<file path="src/rtl/gps_clk_ratio_mon.sv">
// rtl/gps_clk_ratio_mon.sv - GPS fast/slow clock ratio monitor with slow-clock enable and lock/fault status
module gps_clk_ratio_mon #(
    parameter int DIV_RATIO   = 10,
    parameter int TOL         = 1,
    parameter int LOCK_COUNT  = 4,
    parameter int TIMEOUT_CYC = 32,
    parameter int CNT_W       = 8
) (
    input  logic             gps_clk_fast,
    input  logic             gps_rst,
    input  logic             gps_clk_slow,
    input  logic             clr_fault,
    output logic             slow_ce,
    output logic             locked,
    output logic             fault,
    output logic [CNT_W-1:0] period_last,
    output logic [7:0]       err_cnt
);
    typedef enum logic [1:0] {IDLE, ACQ, LOCKED, FAULT} state_t;

    localparam int               GC_W     = $clog2(LOCK_COUNT + 1);
    localparam logic [GC_W-1:0]  GC_LAST  = GC_W'(LOCK_COUNT - 1);
    localparam logic [CNT_W:0]   GOOD_MIN = (CNT_W+1)'(DIV_RATIO - TOL);
    localparam logic [CNT_W:0]   GOOD_MAX = (CNT_W+1)'(DIV_RATIO + TOL);
    localparam logic [CNT_W-1:0] TO_LAST  = CNT_W'(TIMEOUT_CYC - 1);

    state_t            state;
    logic              s1, s2, s3;
    logic [CNT_W-1:0]  per_cnt;
    logic [GC_W-1:0]   good_cnt;
    logic [CNT_W:0]    cand;
    logic              rise, good, timeout, err_evt;

    assign rise    = s2 & ~s3;
    assign cand    = {1'b0, per_cnt} + (CNT_W+1)'(1);
    assign good    = (cand >= GOOD_MIN) && (cand <= GOOD_MAX);
    assign timeout = !rise && (per_cnt == TO_LAST);
    assign err_evt = ((state == ACQ) || (state == LOCKED)) && ((rise && !good) || timeout);

    // Slow clock is plain data here: two flops for metastability, third for edge detect.
    always_ff @(posedge gps_clk_fast or posedge gps_rst) begin
        if (gps_rst) begin
            s1          <= 1'b0;
            s2          <= 1'b0;
            s3          <= 1'b0;
            slow_ce     <= 1'b0;
            per_cnt     <= '0;
            period_last <= '0;
        end else begin
            s1      <= gps_clk_slow;
            s2      <= s1;
            s3      <= s2;
            slow_ce <= rise;
            if (rise) begin
                per_cnt     <= '0;
                period_last <= cand[CNT_W] ? '1 : cand[CNT_W-1:0];
            end else if (timeout) begin
                per_cnt <= '0;
            end else if (per_cnt != '1) begin
                per_cnt <= per_cnt + CNT_W'(1);
            end
        end
    end

    // locked/fault are written alongside the state so they track it with no extra cycle.
    always_ff @(posedge gps_clk_fast or posedge gps_rst) begin
        if (gps_rst) begin
            state    <= IDLE;
            good_cnt <= '0;
            locked   <= 1'b0;
            fault    <= 1'b0;
        end else begin
            case (state)
                IDLE: begin
                    if (rise) begin
                        state    <= ACQ;
                        good_cnt <= '0;
                    end
                end
                ACQ: begin
                    if (rise && good) begin
                        good_cnt <= good_cnt + GC_W'(1);
                        if (good_cnt == GC_LAST) begin
                            state  <= LOCKED;
                            locked <= 1'b1;
                        end
                    end else if (rise) begin
                        good_cnt <= '0;
                    end else if (timeout) begin
                        state <= IDLE;
                    end
                end
                LOCKED: begin
                    if ((rise && !good) || timeout) begin
                        state  <= FAULT;
                        locked <= 1'b0;
                        fault  <= 1'b1;
                    end
                end
                FAULT: begin
                    if (clr_fault) begin
                        state <= IDLE;
                        fault <= 1'b0;
                    end
                end
                default: begin
                    state  <= IDLE;
                    locked <= 1'b0;
                    fault  <= 1'b0;
                end
            endcase
        end
    end

    // A clear in the same cycle as an error event discards the event.
    always_ff @(posedge gps_clk_fast or posedge gps_rst) begin
        if (gps_rst) begin
            err_cnt <= '0;
        end else if (clr_fault) begin
            err_cnt <= '0;
        end else if (err_evt && (err_cnt != 8'hFF)) begin
            err_cnt <= err_cnt + 8'd1;
        end
    end
endmodule
</file>
<file path="config.mk">
export PLATFORM = sky130hd
export DESIGN_NAME = gps_clk_ratio_mon
export DESIGN_NICKNAME = d
export VERILOG_FILES = /design/src/rtl/gps_clk_ratio_mon.sv
export SDC_FILE = /design/constraint.sdc
export NUM_CORES = 1
export LEC_CHECK = 0
export ABC_AREA = 1
export CAP_MARGIN = 0
export CORE_UTILIZATION = 50
export CTS_CLUSTER_DIAMETER = 200
export CTS_CLUSTER_SIZE = 16
export DETAILED_ROUTE_END_ITERATION = 10
export GPL_TIMING_DRIVEN = 1
export PLACE_DENSITY = 0.83
export SYNTH_ARGS = -nofsm -noshare
export SYNTH_HDL_FRONTEND = slang
export SYNTH_SLANG_ARGS = --single-unit
</file>
<file path="constraint.sdc">
create_clock -name gps_clk_fast -period 1.9 [get_ports gps_clk_fast]
set_input_delay 0.285 -clock gps_clk_fast [delete_from_list [all_inputs] [get_ports gps_clk_fast]]
set_output_delay 0.285 -clock gps_clk_fast [all_outputs]
set_load 0.02 [all_outputs]
</file>
# == Yosys cells after proc, flatten, opt, wreduce, memory -nomap -nowiden ==
# Cells that the tools add are included.
# word_totals
output_inout_bits,19
word_cells,77
inputBits,4
ff_bits,35
# classes
addsub,4
n_eq_ne,15
magnitude_cmp,2
mux,24
bitwise,2
n_reduce_logical,19
# op_table
op,count
2-to-1 mux 8 bit,6
adder 8 x 1 -> 8 bit (second input constant),2
!= test 8 bit (second input constant),2
2-to-1 mux 2 bit,7
adder 8 x 1 -> 9 bit (second input constant),1
greater-or-equal comparator 9 x 4 -> 1 bit (second input constant),1
<= comparator 9 x 4 -> 1 bit (second input constant),1
!= test 3 x 2 -> 1 bit (second input constant),3
equality test 8 x 5 -> 1 bit (second input constant),1
case mux 2 bit (4 select lines),1
nonzero test 2 bit,4
logical AND 1 bit,6
2-to-1 mux 3 bit,2
!= test 2 x 1 -> 1 bit (second input constant),3
case mux 3 bit (2 select lines),1
AND reduction 6 bit,1
2-to-1 mux 1 bit,5
equality test 2 bit (second input constant),2
!= test 2 bit (second input constant),2
case mux 1 bit (2 select lines),2
AND reduction 4 bit,1
adder 3 x 1 -> 3 bit (second input constant),1
equality test 3 x 2 -> 1 bit (second input constant),1
AND reduction 3 bit,1
7 further kinds,9

# == Longest topological paths before layout ==
# depth
depth_word,10
ltp_mapped,16

# == Least setup slack after synthesis ==
# No wires, ideal clock.
# synth_timing
kind,flip-flop to flip-flop
startpoint,reg per_cnt[0]
endpoint,reg (tool-made name)
arrival_time_ps,1675
stages_incl_launch_ff,15
period_less_slack_ps,1792
t_required_ps,1783
setup_time_ps,117
path_slack_ps,108
path_buffers,0
cell_sequence,dfrtp_1 > inv_1 > ha_1 > nand3b_1 > nand2_1 > inv_1 > nand3_1 > nor2_4 > nand2_4 > nand2_2 > nand2_1 > nor2_1 > nand3_1 > nand2_1 > nand2_1
# synth_rtl
element,line,rtl
start: declaration,29,logic [CNT_W-1:0] per_cnt;
start signal: assignment,60,per_cnt <= per_cnt + CNT_W'(1);

==> impl_results.html <==
<table>
<tr><th>Metric</th><th>Value</th></tr>
<tr><th colspan="2">Detailed routing</th></tr>
<tr><td>Number of search-and-repair iterations in the first detailed-routing pass</td><td>4</td></tr>
<tr><td>Vias</td><td>1659</td></tr>
<tr><td>Average detailed-routed wire length per instance</td><td>12.0 um</td></tr>
<tr><td>Drc violations</td><td>0</td></tr>
<tr><td>Final routed wirelength across all metal layers</td><td>3.94 mm</td></tr>
<tr><td>Iteration-0 DRC Markers</td><td>50</td></tr>
<tr><td>Final ANT Viol Nets</td><td>0</td></tr>
<tr><td>Routed vias/inst</td><td>5.07</td></tr>
<tr><th colspan="2">Cells and area</th></tr>
<tr><td>Diode count</td><td>0</td></tr>
<tr><td>Nets</td><td>293</td></tr>
<tr><td>Multi-input gate area</td><td>951 um^2</td></tr>
<tr><td>Area growth syn-to-layout</td><td>26.1%</td></tr>
<tr><td>Layout cell share with drive strength beyond 1</td><td>19.4%</td></tr>
<tr><td>Total area of sequential cells</td><td>880 um^2</td></tr>
<tr><td>Filler Cell Count</td><td>315</td></tr>
<tr><td>Non-filler cells in the finished layout</td><td>327</td></tr>
<tr><th colspan="2">Global routing</th></tr>
<tr><td>Number of global-route vias before repair</td><td>1533</td></tr>
<tr><td>Gr usage total</td><td>20.6%</td></tr>
<tr><td>Largest net degree at the start of global routing</td><td>36</td></tr>
<tr><td>Global-route wire length before repair</td><td>6.47 mm</td></tr>
<tr><td>Aggregate global routing overflow</td><td>0</td></tr>
<tr><td>Antenna violations before repair</td><td>0</td></tr>
<tr><th colspan="2">Synth</th></tr>
<tr><td>Mean Syn Cell Area</td><td>8.09 um^2</td></tr>
<tr><td>Synthesized instance count</td><td>240</td></tr>
<tr><td>Area share of the largest cell type after synthesis</td><td>45.1%</td></tr>
<tr><td>Number of storage elements in the synthesis netlist</td><td>35</td></tr>
<tr><td>Top post-synthesis cells by count</td><td>sky130_fd_sc_hd__nand2_1, sky130_fd_sc_hd__inv_1, sky130_fd_sc_hd__dfrtp_1</td></tr>
<tr><td>Post-synthesis instance area</td><td>0.00194 mm^2</td></tr>
<tr><td>Number of warnings issued by yosys</td><td>0</td></tr>
<tr><td>Number of nets produced by synthesis</td><td>254</td></tr>
<tr><td>Top_reg_cell synth</td><td>sky130_fd_sc_hd__dfrtp_1</td></tr>
<tr><td>Fraction of synthesis flops using an asynchronous set or reset pin</td><td>100%</td></tr>
<tr><td>Number of enable flip-flop cells after synthesis</td><td>0</td></tr>
<tr><td>Leading area contributor after synthesis</td><td>sky130_fd_sc_hd__dfrtp_1</td></tr>
<tr><td>Leading cell type by number of instances after synthesis</td><td>sky130_fd_sc_hd__nand2_1</td></tr>
<tr><td>Sequential element share of the synthesized area</td><td>45.1%</td></tr>
<tr><td>Number of distinct library cell variants in the gate-level netlist after synthesis</td><td>26</td></tr>
<tr><td>Largest cells by area after synthesis</td><td>sky130_fd_sc_hd__dfrtp_1, sky130_fd_sc_hd__nand2_1, sky130_fd_sc_hd__inv_1</td></tr>
<tr><th colspan="2">Floorplan</th></tr>
<tr><td>Total die area</td><td>0.00414 mm^2</td></tr>
<tr><td>Height of the die</td><td>64.3 um</td></tr>
<tr><td>Boundary Pins</td><td>23</td></tr>
<tr><td>Starting density of the core</td><td>52.6%</td></tr>
<tr><td>Area of the core</td><td>0.00369 mm^2</td></tr>
<tr><td>DIE WIDTH</td><td>64.3 um</td></tr>
<tr><td>Num rows</td><td>22</td></tr>
<tr><th colspan="2">Pwr</th></tr>
<tr><td>Leakage component of the power</td><td>1.14 nW</td></tr>
<tr><td>Post-route total power</td><td>0.00222 W</td></tr>
<tr><td>Worst VDD drop</td><td>0.507 mV</td></tr>
<tr><td>Cell Pwr Density</td><td>905 mW/mm^2</td></tr>
<tr><th colspan="2">CTS</th></tr>
<tr><td>Clock tree from TritonCTS</td><td>done</td></tr>
<tr><td>Clock transition at the registers of the reported paths</td><td>70 ps</td></tr>
<tr><td>Clock Tree Root</td><td>sky130_fd_sc_hd__clkbuf_8</td></tr>
<tr><td>CTS H-tree depth</td><td>2</td></tr>
<tr><td>Number of clock sinks seen by CTS</td><td>35</td></tr>
<tr><td>Hold-fix buffer count after cts</td><td>0</td></tr>
<tr><td>Clock latency reported for the late side of the worst-skew pair</td><td>290 ps</td></tr>
<tr><td>Num CTS Buffers</td><td>5</td></tr>
<tr><td>Max Root-Sink Buffers</td><td>2</td></tr>
<tr><th colspan="2">STA</th></tr>
<tr><td>Headroom to the max-slew limit</td><td>71.2%</td></tr>
<tr><td>Share of the clock period used by the worst path after layout</td><td>95.9%</td></tr>
<tr><td>Final hold violation count</td><td>0</td></tr>
<tr><td>Clock skew</td><td>9.39 ps</td></tr>
<tr><td>Fin. max-slew vios</td><td>0</td></tr>
<tr><td>RSZ-0062 raised after global routing</td><td>yes</td></tr>
<tr><td>Highest attainable clock frequency</td><td>549 MHz</td></tr>
<tr><td>Final critical delay including setup and external delays</td><td>1820 ps</td></tr>
<tr><td>Total of endpoints with negative setup slack in the final report</td><td>0</td></tr>
<tr><td>Worst slew pin tran</td><td>432 ps</td></tr>
<tr><th colspan="2">Setup path</th></tr>
<tr><td>Worst path arrival time</td><td>2000 ps</td></tr>
<tr><td>CP Class</td><td>register to register</td></tr>
<tr><td>Sort of element at the end of the critical path</td><td>register</td></tr>
<tr><td>Kind of launch point of the worst setup path</td><td>register</td></tr>
<tr><td>Worst EP required</td><td>2080 ps</td></tr>
<tr><td>Crit Path Max Fanout</td><td>4</td></tr>
<tr><th colspan="2">Run</th></tr>
<tr><td>Number of max-cap violations</td><td>0</td></tr>
<tr><th colspan="2">Place</th></tr>
<tr><td>Port Buffer Count</td><td>22</td></tr>
<tr><td>Cell count after placement</td><td>315</td></tr>
<tr><td>Detailed placement HPWL</td><td>2.78 mm</td></tr>
<tr><td>Final weighted congestion of routability-driven global placement</td><td>0.871</td></tr>
<tr><th colspan="2">Worst hold path</th></tr>
<tr><td>Type of the tightest min-delay check</td><td>register to register</td></tr>
<tr><th colspan="2">Run status</th></tr>
<tr><td>Status</td><td>complete, no violations</td></tr>
</table>
power breakdown:
group | internal [W] | leakage (nW) | total, W | switching [W]
clock network | 0.000284 | 0.0470 | 0.000544 | 0.000260
registers | 0.000850 | 0.455 | 0.000959 | 0.000109
logic | 0.000302 | 0.634 | 0.000714 | 0.000412
total | 0.00144 | 1.14 | 0.00222 | 0.000781
worst max-delay path, stage by stage (launching register included):
cell and delay, ps:
sky130_fd_sc_hd__dfrtp_2 420, sky130_fd_sc_hd__buf_4 140, sky130_fd_sc_hd__nand2_1 60, sky130_fd_sc_hd__nor2_2 160
sky130_fd_sc_hd__nand3_1 110, sky130_fd_sc_hd__nand2_2 110, sky130_fd_sc_hd__nand2_2 70, sky130_fd_sc_hd__nor2_4 130
sky130_fd_sc_hd__nand2_4 90, sky130_fd_sc_hd__nand2_2 80, sky130_fd_sc_hd__nand2_1 50, sky130_fd_sc_hd__nor2_1 90
sky130_fd_sc_hd__nand3_1 80, sky130_fd_sc_hd__nand2_1 60, sky130_fd_sc_hd__nand2_1 50
repair_timing:
item                       in CTS  in global routing
pin swaps                       1                  6
setup buffers                   2                  3
gates resized for setup         4                 13
setup endpoints to repair      11                 12
logic make-up after synthesis:
kind of cell | after synthesis | synth area share, %
AOI/OAI and AO/OA | 36 | 9.79
xor gates and xnor gates | 2 | 0.902
adders and majority gates | 10 | 6.44
buffers and inverters | 45 | 8.70
DFF | 35 | 45.1
and+or+nand+nor | 112 | 29.1
final cells by class:
| class | instances | area share, % |
|---|---|---|
| clock buffer | 6 | 3.37 |
| timing repair buffer | 33 | 12.4 |
| multi-input combinational | 160 | 38.8 |
| clock inverter | 1 | 0.204 |
| tap | 48 | 2.45 |
| inverter | 44 | 6.85 |
| sequential | 35 | 35.9 |
metal layers:
metal / global-route usage, % / vias to the layer above / wire length, um
met4: 9.72 / 0 / 96
met3: 5.18 / 11 / 138
li1: - / 835 / -
met5: 0 / - / 0
met1: 25.3 / 783 / 1820
met2: 33.6 / 30 / 1880
stage by stage:
stage	hold WS (ps)	setup TNS (ps)	area [um^2]	util [%]	setup slack, ps
finish	350	0	2450	66.4	77.9
global route	358	-97.6	2450	66.4	-60.7
CTS	356	0	2390	64.8	2.64
detailed placement	340	-204	2260	61.4	-64.9
global placement	334	0	2260	61.4	28.5
floorplan	316	0	1940	-	108
cell usage in the layout, fill, tap and decap left out, types with 2 or more instances in the layout:
cell type                         count
sky130_fd_sc_hd__nor3_1               5
sky130_fd_sc_hd__clkbuf_8             6
sky130_fd_sc_hd__nor2_4               3
sky130_fd_sc_hd__dfrtp_2              3
sky130_fd_sc_hd__o21ai_0             23
sky130_fd_sc_hd__xor2_1               2
sky130_fd_sc_hd__a21oi_1              5
sky130_fd_sc_hd__inv_2                4
sky130_fd_sc_hd__nand2_2              8
sky130_fd_sc_hd__ha_1                 8
sky130_fd_sc_hd__dfrtp_1             32
sky130_fd_sc_hd__a31oi_1              3
sky130_fd_sc_hd__nand4_1              3
sky130_fd_sc_hd__inv_1               39
sky130_fd_sc_hd__nand2_4              6
sky130_fd_sc_hd__clkdlybuf4s50_1     22
sky130_fd_sc_hd__nand3_1             10
sky130_fd_sc_hd__ha_4                 2
sky130_fd_sc_hd__nor2_2               3
sky130_fd_sc_hd__buf_4               11
sky130_fd_sc_hd__nor2_1              26
sky130_fd_sc_hd__o21ai_1              2
sky130_fd_sc_hd__nand3_2              4
sky130_fd_sc_hd__nand2_1             41
flip-flops by register name (all words and copies together), names as in the netlist, named ones only:
name / count
good_cnt: 3
per_cnt: 8
period_last: 8
slow_ce: 1
s3: 1
s2: 1
locked: 1
state: 1
fault: 1
s1: 1
err_cnt: 8
worst paths after layout:
kind | from | cells after the start | endpoint | slack (ps)
worst max-delay path | per_cnt[1]$_DFFE_PP0P_ | 14 | register | 80
worst min-delay path | s1$_DFF_PP0_ | 0 | s2$_DFF_PP0_ | 350
worst max register to register | per_cnt[1]$_DFFE_PP0P_ | 14 | register | 80
worst min register to register | s1$_DFF_PP0_ | 0 | s2$_DFF_PP0_ | 350
max in group asynchronous | gps_rst | 3 | per_cnt[2]$_DFFE_PP0P_ | 1170
min in group asynchronous | gps_rst | 3 | per_cnt[3]$_DFFE_PP0P_ | 390
Note: power is estimated with default switching activity, not from simulation.
